**src/rtl/sram_bist_pkg.sv**
```systemverilog
// Shared types and March C- element table for the SRAM macro BIST controller.
package sram_bist_pkg;

    typedef enum logic [1:0] {
        ST_IDLE  = 2'd0,
        ST_RUN   = 2'd1,
        ST_DRAIN = 2'd2,
        ST_DONE  = 2'd3
    } state_e;

    // bit 1 marks a read, bit 0 selects D1 over D0
    typedef enum logic [1:0] {
        OP_W0 = 2'b00,
        OP_W1 = 2'b01,
        OP_R0 = 2'b10,
        OP_R1 = 2'b11
    } op_e;

    localparam int         C_MARCH_OPS_PER_ADDR = 10;
    localparam int         C_MARCH_ELEMS        = 6;
    localparam logic [2:0] C_LAST_ELEM          = 3'(C_MARCH_ELEMS - 1);

    typedef struct packed {
        logic down;
        logic two_ops;
        op_e  op0;
        op_e  op1;
    } march_elem_t;

    function automatic march_elem_t march_elem(input logic [2:0] idx);
        march_elem_t e;
        case (idx)
            3'd0:    e = '{down: 1'b0, two_ops: 1'b0, op0: OP_W0, op1: OP_W0};
            3'd1:    e = '{down: 1'b0, two_ops: 1'b1, op0: OP_R0, op1: OP_W1};
            3'd2:    e = '{down: 1'b0, two_ops: 1'b1, op0: OP_R1, op1: OP_W0};
            3'd3:    e = '{down: 1'b1, two_ops: 1'b1, op0: OP_R0, op1: OP_W1};
            3'd4:    e = '{down: 1'b1, two_ops: 1'b1, op0: OP_R1, op1: OP_W0};
            default: e = '{down: 1'b0, two_ops: 1'b0, op0: OP_R0, op1: OP_R0};
        endcase
        return e;
    endfunction

    function automatic logic op_is_read(input op_e op);
        return op[1];
    endfunction

    function automatic logic op_data_sel(input op_e op);
        return op[0];
    endfunction

endpackage

```
**src/rtl/sram_bist_addr_gen.sv**
```systemverilog
// Loadable up/down address counter; first/last flag the element boundaries
// for the current direction so the sequencer never relies on wrap-around.
module sram_bist_addr_gen #(
    parameter int P_ADDR_WIDTH = 14
) (
    input  logic                    clk,
    input  logic                    rst,
    input  logic                    load,
    input  logic                    load_down,
    input  logic                    step,
    input  logic                    down,
    output logic [P_ADDR_WIDTH-1:0] addr,
    output logic                    first,
    output logic                    last
);

    localparam logic [P_ADDR_WIDTH-1:0] C_MAX = '1;

    always_ff @(posedge clk) begin
        if (rst) begin
            addr <= '0;
        end else if (load) begin
            addr <= load_down ? C_MAX : '0;
        end else if (step) begin
            addr <= down ? addr - 1'b1 : addr + 1'b1;
        end
    end

    assign first = down ? (addr == C_MAX) : (addr == '0);
    assign last  = down ? (addr == '0) : (addr == C_MAX);

endmodule

```
**src/rtl/sram_march_bist_ctrl.sv**
```systemverilog
// March C- BIST initiator for a 1P SRAM macro, stop-on-first-fail.
// Optional second checkerboard-background pass: define SRAM_BIST_CKBD_EN.
module sram_march_bist_ctrl
    import sram_bist_pkg::*;
#(
    parameter int P_DATA_WIDTH = 24,
    parameter int P_ADDR_WIDTH = 14
) (
    input  logic                    A_CLK,
    input  logic                    A_RST,
    input  logic                    A_START,
    output logic                    A_BUSY,
    output logic                    A_DONE,
    output logic                    A_FAIL,
    output logic [P_ADDR_WIDTH-1:0] A_FAIL_ADDR,
    output logic [P_DATA_WIDTH-1:0] A_FAIL_DATA,
    input  logic [P_DATA_WIDTH-1:0] A_MEM_DOUT,
    output logic                    A_BIST_EN,
    output logic [P_ADDR_WIDTH-1:0] A_BIST_ADDR,
    output logic [P_DATA_WIDTH-1:0] A_BIST_DIN,
    output logic [P_DATA_WIDTH-1:0] A_BIST_BM,
    output logic                    A_BIST_MEN,
    output logic                    A_BIST_WEN,
    output logic                    A_BIST_REN
);

    state_e                  state, state_nx;
    logic [2:0]              elem;
    logic                    opi;
    logic                    last_issued;
    march_elem_t             cur, nxt;
    op_e                     cur_op;
    logic                    cur_rd;

    logic [P_ADDR_WIDTH-1:0] ag_addr;
    logic                    ag_first, ag_last, ag_load, ag_load_down, ag_step;

    logic                    start_ok, mismatch, issue, clear;
    logic                    addr_done, elem_done, adv_elem, adv_pass, final_op;
    logic [P_DATA_WIDTH-1:0] op_data, exp_d, exp_q;
    logic [P_ADDR_WIDTH-1:0] addr_q;
    logic                    rd_vld_q;

`ifdef SRAM_BIST_CKBD_EN
    logic pass;
    logic final_pass;
    assign final_pass = pass;
`else
    localparam logic pass       = 1'b0;
    localparam logic final_pass = 1'b1;
`endif

    // Solid background, or alternating 0101.. flipped on odd addresses.
    function automatic logic [P_DATA_WIDTH-1:0] march_data(input logic ckbd,
                                                           input logic d1,
                                                           input logic a0);
        logic [P_DATA_WIDTH-1:0] base;
        for (int i = 0; i < P_DATA_WIDTH; i++) begin
            base[i] = ckbd & ((i % 2 == 0) ^ a0);
        end
        return d1 ? ~base : base;
    endfunction

    sram_bist_addr_gen #(.P_ADDR_WIDTH(P_ADDR_WIDTH)) u_addr_gen (
        .clk       (A_CLK),
        .rst       (A_RST),
        .load      (ag_load),
        .load_down (ag_load_down),
        .step      (ag_step),
        .down      (cur.down),
        .addr      (ag_addr),
        .first     (ag_first),
        .last      (ag_last)
    );

    assign cur       = march_elem(elem);
    assign nxt       = march_elem(elem + 3'd1);
    assign cur_op    = opi ? cur.op1 : cur.op0;
    assign cur_rd    = op_is_read(cur_op);
    assign op_data   = march_data(pass, op_data_sel(cur_op), ag_addr[0]);

    // The first op of any element sits at ag_first with opi clear.
    assign addr_done = !cur.two_ops || opi;
    assign elem_done = addr_done && ag_last;

    assign start_ok  = A_START && (state == ST_IDLE || state == ST_DONE);
    assign mismatch  = rd_vld_q && (A_MEM_DOUT != exp_q);
    assign issue     = (start_ok && ag_first && !opi)
                     || (state == ST_RUN && !last_issued && !mismatch);

    assign adv_elem  = issue && elem_done && (elem != C_LAST_ELEM);
    assign adv_pass  = issue && elem_done && (elem == C_LAST_ELEM) && !final_pass;
    assign final_op  = issue && elem_done && (elem == C_LAST_ELEM) && final_pass;

    assign clear        = (state_nx == ST_DONE);
    assign ag_load      = clear || adv_elem || adv_pass;
    assign ag_load_down = adv_elem && nxt.down;
    assign ag_step      = issue && addr_done && !ag_last;

    always_comb begin
        state_nx = state;
        case (state)
            ST_IDLE:  if (start_ok) state_nx = ST_RUN;
            ST_RUN: begin
                if (mismatch)         state_nx = ST_DONE;
                else if (last_issued) state_nx = ST_DRAIN;
            end
            ST_DRAIN: state_nx = ST_DONE;
            ST_DONE:  if (start_ok) state_nx = ST_RUN;
            default:  state_nx = ST_IDLE;
        endcase
    end

    always_ff @(posedge A_CLK) begin
        if (A_RST || clear) begin
            elem        <= '0;
            opi         <= 1'b0;
            last_issued <= 1'b0;
        end else if (issue) begin
            opi <= !addr_done;
            if (adv_elem)      elem <= elem + 3'd1;
            else if (adv_pass) elem <= '0;
            if (final_op)      last_issued <= 1'b1;
        end
    end

`ifdef SRAM_BIST_CKBD_EN
    always_ff @(posedge A_CLK) begin
        if (A_RST || clear) pass <= 1'b0;
        else if (adv_pass)  pass <= 1'b1;
    end
`endif

    // Op outputs, then one stage holding expected data/address for the compare.
    always_ff @(posedge A_CLK) begin
        if (A_RST) begin
            state       <= ST_IDLE;
            A_BUSY      <= 1'b0;
            A_DONE      <= 1'b0;
            A_FAIL      <= 1'b0;
            A_FAIL_ADDR <= '0;
            A_FAIL_DATA <= '0;
            A_BIST_EN   <= 1'b0;
            A_BIST_ADDR <= '0;
            A_BIST_DIN  <= '0;
            A_BIST_BM   <= '0;
            A_BIST_MEN  <= 1'b0;
            A_BIST_WEN  <= 1'b0;
            A_BIST_REN  <= 1'b0;
            exp_d       <= '0;
            exp_q       <= '0;
            addr_q      <= '0;
            rd_vld_q    <= 1'b0;
        end else begin
            state       <= state_nx;
            A_BUSY      <= (state_nx == ST_RUN) || (state_nx == ST_DRAIN);
            A_DONE      <= (state_nx == ST_DONE);
            A_BIST_EN   <= issue;
            A_BIST_MEN  <= issue;
            A_BIST_WEN  <= issue && !cur_rd;
            A_BIST_REN  <= issue && cur_rd;
            A_BIST_BM   <= {P_DATA_WIDTH{issue}};
            A_BIST_ADDR <= issue ? ag_addr : '0;
            A_BIST_DIN  <= (issue && !cur_rd) ? op_data : '0;
            exp_d       <= (issue && cur_rd) ? op_data : '0;
            rd_vld_q    <= A_BIST_REN && !mismatch;
            exp_q       <= exp_d;
            addr_q      <= A_BIST_ADDR;
            if (start_ok) begin
                A_FAIL      <= 1'b0;
                A_FAIL_ADDR <= '0;
                A_FAIL_DATA <= '0;
            end else if (mismatch) begin
                A_FAIL      <= 1'b1;
                A_FAIL_ADDR <= addr_q;
                A_FAIL_DATA <= A_MEM_DOUT;
            end
        end
    end

endmodule

```
**config.mk**
```make
export PLATFORM = sky130hd
export DESIGN_NAME = sram_march_bist_ctrl
export DESIGN_NICKNAME = d
export VERILOG_FILES = /design/src/rtl/sram_bist_pkg.sv /design/src/rtl/sram_bist_addr_gen.sv /design/src/rtl/sram_march_bist_ctrl.sv
export SDC_FILE = /design/constraint.sdc
export NUM_CORES = 1
export LEC_CHECK = 0
export ABC_AREA = 1
export CAP_MARGIN = 15
export CORE_ASPECT_RATIO = 2
export CORE_MARGIN = 2
export CORE_UTILIZATION = 30
export CTS_BUF_LIST = sky130_fd_sc_hd__clkbuf_4 sky130_fd_sc_hd__clkbuf_8 sky130_fd_sc_hd__clkbuf_16
export DETAILED_ROUTE_END_ITERATION = 10
export GPL_TIMING_DRIVEN = 0
export SLEW_MARGIN = 10
export SYNTH_ARGS = -nofsm -noshare
export SYNTH_HDL_FRONTEND = slang
export SYNTH_SLANG_ARGS = --single-unit
```
**constraint.sdc**
```tcl
create_clock -name A_CLK -period 2.4 [get_ports A_CLK]
set_input_delay 0.48 -clock A_CLK [delete_from_list [all_inputs] [get_ports A_CLK]]
set_output_delay 0.48 -clock A_CLK [all_outputs]
set_load 0.005 [all_outputs]
```
Word-level counts from Yosys, hierarchy flattened
Index checks and enable logic that the tools add are counted.

Register bits: 167. Input bits: 27. Output and inout port bits: 107. Word-level logic and storage cells: 99.

$add $sub $neg: 3. Eq/ne operators: 18. Muxes and demuxes: 14. Bitwise gates (word level): 3. Reductions and logical operators: 41.

Operators by type and width (number): $pmux 6 s5 (2); $mux 14 (4); $mux 24 (1); $ne 24x24->1 (1); $logic_and 1x1->1 (16); $add 14x1->14 const B (1); $eq 14x14->1 const B (1); $logic_not 14->1 (1); $sub 14x1->14 const B (1); $eq 3x2->1 const B (4); $reduce_or 2->1 (5); $eq 3x3->1 const B (3); $eq 2x2->1 const B (4); $mux 2 (4); $logic_not 1->1 (7); $eq 3x1->1 const B (2); $logic_not 3->1 (2); $logic_or 1x1->1 (6); $pmux 2 s3 (1); $eq 2x1->1 const B (2); $reduce_and 2->1 (2); $add 3x1->3 const B (1); $ne 3x3->1 const B (1); $not 1->1 (3); other kinds (3) (4).

Logic depth before layout (Yosys ltp)
Gate-level depths: netlist of the first run.

Word-level depth: 11. Gate-level depth with buffers: 18. Depth with buffers taken out: 17.

Cells and area by module
A second synthesis of the first run with hierarchy kept.

Cell total of the unflattened synthesis: 690. Area total of the unflattened synthesis: 4938.5 um^2.

Modules (own cells, without submodules): sram_march_bist_ctrl (times used 1, cells an instance 461, area an instance 3564.7 um^2); sram_bist_addr_gen (times used 1, cells an instance 229, area an instance 1373.8 um^2).

Least setup slack after synthesis of the first run
Ideal clock, no wire load.

Path type: input to register. Start: in A_MEM_DOUT[0]. End: reg u_addr_gen.addr[10]. Setup time: 111 ps. Data arrival time: 2181 ps. Data required time: 2289 ps. Setup slack: 108 ps. Cell stages on the path: 16. Cell sequence: or2_1 -> nor2_1 -> nand2_1 -> nand2_1 -> nand3_1 -> nand2_2 -> buf_2 -> nand3_1 -> nand2_1 -> inv_1 -> ha_1 -> inv_1 -> buf_1 -> nand4_1 -> nand2_1 -> nor2_1.

RTL lines: start, declared (line sram_march_bist_ctrl.sv:17) `input logic [P_DATA_WIDTH-1:0] A_MEM_DOUT,`; $ne 24x24->1 (*) (line sram_march_bist_ctrl.sv:87) `assign mismatch = rd_vld_q && (A_MEM_DOUT != exp_q);`; $logic_and 1x1->1 (*) (line sram_march_bist_ctrl.sv:87); $mux 2 (*) (line sram_march_bist_ctrl.sv:105) `if (mismatch) state_nx = ST_DONE;`; $pmux 2 s3 (*) (line sram_march_bist_ctrl.sv:102) `case (state)`; via state_nx[1] (line sram_march_bist_ctrl.sv:27) `state_e state, state_nx;`; $eq 2x2->1 (*) (line sram_march_bist_ctrl.sv:95) `assign clear = (state_nx == ST_DONE);`; via clear (line sram_march_bist_ctrl.sv:38) `logic start_ok, mismatch, issue, clear;`; $logic_or 1x1->1 (*) (line sram_march_bist_ctrl.sv:96) `assign ag_load = clear || adv_elem || adv_pass;`; $mux 14 or $reduce_bool 2->1 (tied branches); end signal, assigned (line sram_bist_addr_gen.sv:23) `addr <= load_down ? C_MAX : '0;`; end signal, assigned (line sram_bist_addr_gen.sv:25) `addr <= down ? addr - 1'b1 : addr + 1'b1;`; end, declared (line sram_bist_addr_gen.sv:12) `output logic [P_ADDR_WIDTH-1:0] addr,`.

The timed path passes the listed nets; every way through them passes the cells marked *. A chain may end at the register's enable or synchronous reset.

Final worst setup path of the first run
Start: reg elem[1]. End: reg u_addr_gen.addr[1].

Longest elaborated chain between the ends: 11.

Ends and longest elaborated chain: start, declared (line sram_march_bist_ctrl.sv:28) `logic [2:0] elem;`; start signal, assigned (line sram_march_bist_ctrl.sv:121) `if (adv_elem) elem <= elem + 3'd1;`; $eq 3x3->1 (tied with other cells) (line sram_bist_pkg.sv:32) `case (idx)`; $pmux 6 s5 (line sram_bist_pkg.sv:32); $mux 1 (line sram_bist_addr_gen.sv:29) `assign first = down ? (addr == C_MAX) : (addr == '0);`; $logic_and 1x1->1 (2 in series) (line sram_march_bist_ctrl.sv:88) `assign issue = (start_ok && ag_first && !opi)`; $logic_or 1x1->1 (line sram_march_bist_ctrl.sv:89) `|| (state == ST_RUN && !last_issued && !mismatch);`; $logic_and 1x1->1 (2 in series) (line sram_march_bist_ctrl.sv:91) `assign adv_elem = issue && elem_done && (elem != C_LAST_ELEM);`; $logic_and 1x1->1 (line sram_march_bist_ctrl.sv:97) `assign ag_load_down = adv_elem && nxt.down;`; $mux 14 (line sram_bist_addr_gen.sv:23); $mux 14 (line sram_bist_addr_gen.sv:22) `end else if (load) begin`.

Several ways; a longest one is shown, not always the timed one. The select of a mux whose other input is x is not followed.

==> results of run 1 <==
[cells by family after synthesis]
group / share of synthesized area, %
simple gates: 34.2
buf+inv: 14.8
flops: 38.2
compound gates: 8.50
xor+xnor: 1.87
fa+ha+maj: 2.46
[worst paths after layout]
check	to	slack (ns)	depth (start not counted)
hold / removal	exp_q[22]	0.41	2
hold reg to reg	exp_q[22]	0.41	2
setup reg to reg	u_addr_gen.addr[1]	0.14	15
setup / recovery	u_addr_gen.addr[1]	0.14	15
[cells in the mapped netlist, types with 2 or more instances]
| library cell | instances |
|---|---|
| nor2_2 | 2 |
| buf_2 | 5 |
| nand3_1 | 29 |
| o21ai_0 | 8 |
| nand3b_1 | 4 |
| nand2_1 | 201 |
| inv_2 | 3 |
| a211oi_1 | 2 |
| nand2_2 | 11 |
| a21oi_1 | 57 |
| xor2_1 | 8 |
| and3_1 | 4 |
| a31oi_1 | 4 |
| o21ai_1 | 2 |
| nor3_1 | 6 |
| clkbuf_1 | 15 |
| nor2_1 | 117 |
| inv_1 | 63 |
| buf_4 | 48 |
| or2_1 | 3 |
| buf_6 | 4 |
| o21ai_2 | 2 |
| dfxtp_1 | 97 |
| ha_1 | 10 |
| nand2_4 | 2 |
| nand3_2 | 3 |
| nand4_1 | 19 |
[metrics by stage]
stage | hold WS [ns] | instance area (sq um) | setup slack [ns] | utilization (%) | total power (uW)
after floorplan | 0.388 | 5080 | 0.108 | - | 3650
after global placement | 0.392 | 6670 | -0.895 | 40.0 | 4520
after detailed placement | 0.400 | 6670 | -0.940 | 40.0 | 4530
after CTS | 0.411 | 7120 | 0.00247 | 42.7 | 6290
after global routing | 0.413 | 7250 | -0.0112 | 43.5 | 6770
final | 0.408 | 7250 | 0.137 | 43.5 | 6380
[power groups by stage]
| stage | Clock (uW) | Sequential, uW | Combinational (uW) |
|---|---|---|---|
| finish | 1410 | 2040 | 2930 |
| CTS | 1450 | 2040 | 2810 |
| global placement | 0 | 2070 | 2450 |
| floorplan | 0 | 2000 | 1650 |
| global route | 1500 | 2080 | 3190 |
| detailed placement | 0 | 2070 | 2470 |
[worst reg2reg max path: cells and delay by family (launching register included)]
family / cells / cell delay, ns
fa+ha+maj: 1 / 0.22
buf+inv: 4 / 0.57
compound gates: 1 / 0.09
flops: 1 / 0.36
simple gates: 9 / 0.98
[cell type report]
cell class	instances	area (sq um)	share of cell area, %
multi-input cells	504	2520	34.7
flip-flops and latches	97	1950	26.9
repair buffers	143	1440	19.9
plain buffers	73	523	7.21
inverters	68	265	3.66
well taps	207	259	3.57
clock buffers	9	225	3.11
clock inverters	7	63.8	0.880
diodes	1	2.50	0.0345
[timing repair]
action                     4_1_cts  5_1_grt
pin swaps                        6       11
setup endpoints to repair       74       17
hold endpoints to repair         0        0
buffers inserted                 7        2
resized for setup               43       34
gates cloned                     1        0
[flip-flops by register name, indices dropped and copies added (netlist names), 2 cells and up]
signal	cells
A_BIST_ADDR	14
A_FAIL_ADDR	14
A_FAIL_DATA	24
addr_q	14
elem	3
state	2
u_addr_gen.addr	14
[routing by layer]
| metal | GRT usage [%] | wire [microns] | vias to the layer above |
|---|---|---|---|
| met3 | 1.57 | 513 | 46 |
| met4 | 11.5 | 803 | 0 |
| met1 | 14.1 | 4930 | 2306 |
| met5 | 0 | 0 | - |
| li1 | - | - | 2589 |
| met2 | 35.6 | 9490 | 133 |
==> impl_metrics.tcl, run 1 <==
set metrics [dict create \
    ios 134 \
    gp_congestion 0.928 \
    synth.distinct_cells 40 \
    clock_power_share_pct 22.1 \
    mostFrequentLayoutCell "nand2_1" \
    worstPathArrival_ns 2.56 \
    final_cell_mix "nand2_1, nor2_1, clkdlybuf4s50_1, dfxtp_1, inv_1" \
    fp.dieW_microns 96.0 \
    die_area_sq_um 18100 \
    ys_seq_area_share_pct 38.2 \
    path_max_fanout 9 \
    maxCapViolCount 0 \
    routedWlPerCell_microns 14.2 \
    leakagePower_uw 0.00306 \
    place_inst 1082 \
    grt_pass1_vias 4931 \
    vias_per_cell 4.58 \
    period_share_pct 94.3 \
    status "complete, no violations" \
    final_nets 933 \
    numCtsBuffers 9 \
    final_cells 1109 \
    power.internal_uw 3910 \
    synth_top_flop_cell "dfxtp_1" \
    htree_num_levels 3 \
    power_frac_comb_pct 45.9 \
    cts.sink_count 97 \
    cts_buffer_depth 2 \
    syn-num-nets 779 \
    initial_core_util_pct 30.5 \
    switching_share_pct 38.7 \
    synthArstFlopShare_pct 0 \
    dieHeight_microns 188 \
    p_per_area_nw_per_um2 881 \
    avgSynthCellArea_sq_um 6.85 \
    cts_tree "done" \
    path_cells "inv_1 -> ha_1 -> nand2_2 -> o21ai_4 -> inv_4 -> nand2_1 -> inv_1 -> nor2_2 -> nor2_2 -> and2_1 -> nand3_2 -> nand2_4 -> bufbuf_16 -> nor2_1 -> nor2_1" \
    grt.overflow.total 0 \
    grt_first_pass_wirelength_microns 23800 \
    cp_top_family "simple AND/OR/NAND/NOR gates" \
    finClkSkew_ns 0.00912 \
    worst_slew_pin_slew_ns 0.573 \
    worstSetupStartpointType "flip-flop" \
    worstSetupEndpointType "flip-flop" \
    cts_hold_buffers 0 \
    grt_usage_pct 17.3 \
    clockRootBuffer "clkbuf_16" \
    synth_area_sq_um 5080 \
    tns_ns 0 \
    slowest_stage "dfxtp_2" \
    io_buffers 133 \
    fillers 1765 \
    switchingPower_uw 2470 \
    dr.pass1.iters 5 \
    drive_gt1_share_pct 15.6 \
    antenna_found_initial 1 \
    cts.clk_slew.worst_paths_ns 0.07 \
    row_count 67 \
    hold_start "exp_d[22]" \
    max-vdd-ir-drop_mv 0.402 \
    criticalPathCategory "flip-flop to flip-flop" \
    area_growth_pct 42.7 \
    finalWirelength_microns 15700 \
    slew_viol_final 0 \
    startpoint "elem[1]" \
    max_slew_margin_pct 61.8 \
    r2r_start "elem[1]" \
    synth-seq-cells 97 \
    hp-class "flip-flop to flip-flop" \
    synth-edff-count 0 \
    fmax_mhz 442 \
    netlist_instances 742 \
    setup_viol 0 \
    hpwl_microns 12500 \
    dr.first_iter.drc_count 206 \
    grt_max_degree 27 \
    yosys_warnings 0 \
    required_ns 2.70 \
    synth_top_cell_by_area "dfxtp_1" \
    min_period_ns 2.26 \
    sequentialPowerShare_pct 32.0 \
    path_buf_inv 4 \
    slowest_delay_ns 0.36 \
    clkLatencyLatePin_ns 0.35 \
    num_vias 5074 \
    netlist.area_leader.share_pct 38.2 \
    hold_viol_final 0 \
    ant_nets 0 \
    synthTopCellsByArea "dfxtp_1, nand2_1, nor2_1, buf_4, a21oi_1" \
    fp.coreArea_sq_um 16700 \
    drc_errors 0 \
]
No activity file was read; power rests on OpenSTA's default activity.
==> inputs of run 2 (changes only) <==
--- a/config.mk
+++ b/config.mk
@@ -11,6 +11,7 @@
 export CORE_MARGIN = 2
 export CORE_UTILIZATION = 30
 export CTS_BUF_LIST = sky130_fd_sc_hd__clkbuf_4 sky130_fd_sc_hd__clkbuf_8 sky130_fd_sc_hd__clkbuf_16
+export CTS_CLUSTER_DIAMETER = 150
 export DETAILED_ROUTE_END_ITERATION = 10
 export GPL_TIMING_DRIVEN = 0
 export SLEW_MARGIN = 10
==> results of run 2 <==
The final DEF is identical to that of run 1; final timing and power are the same.
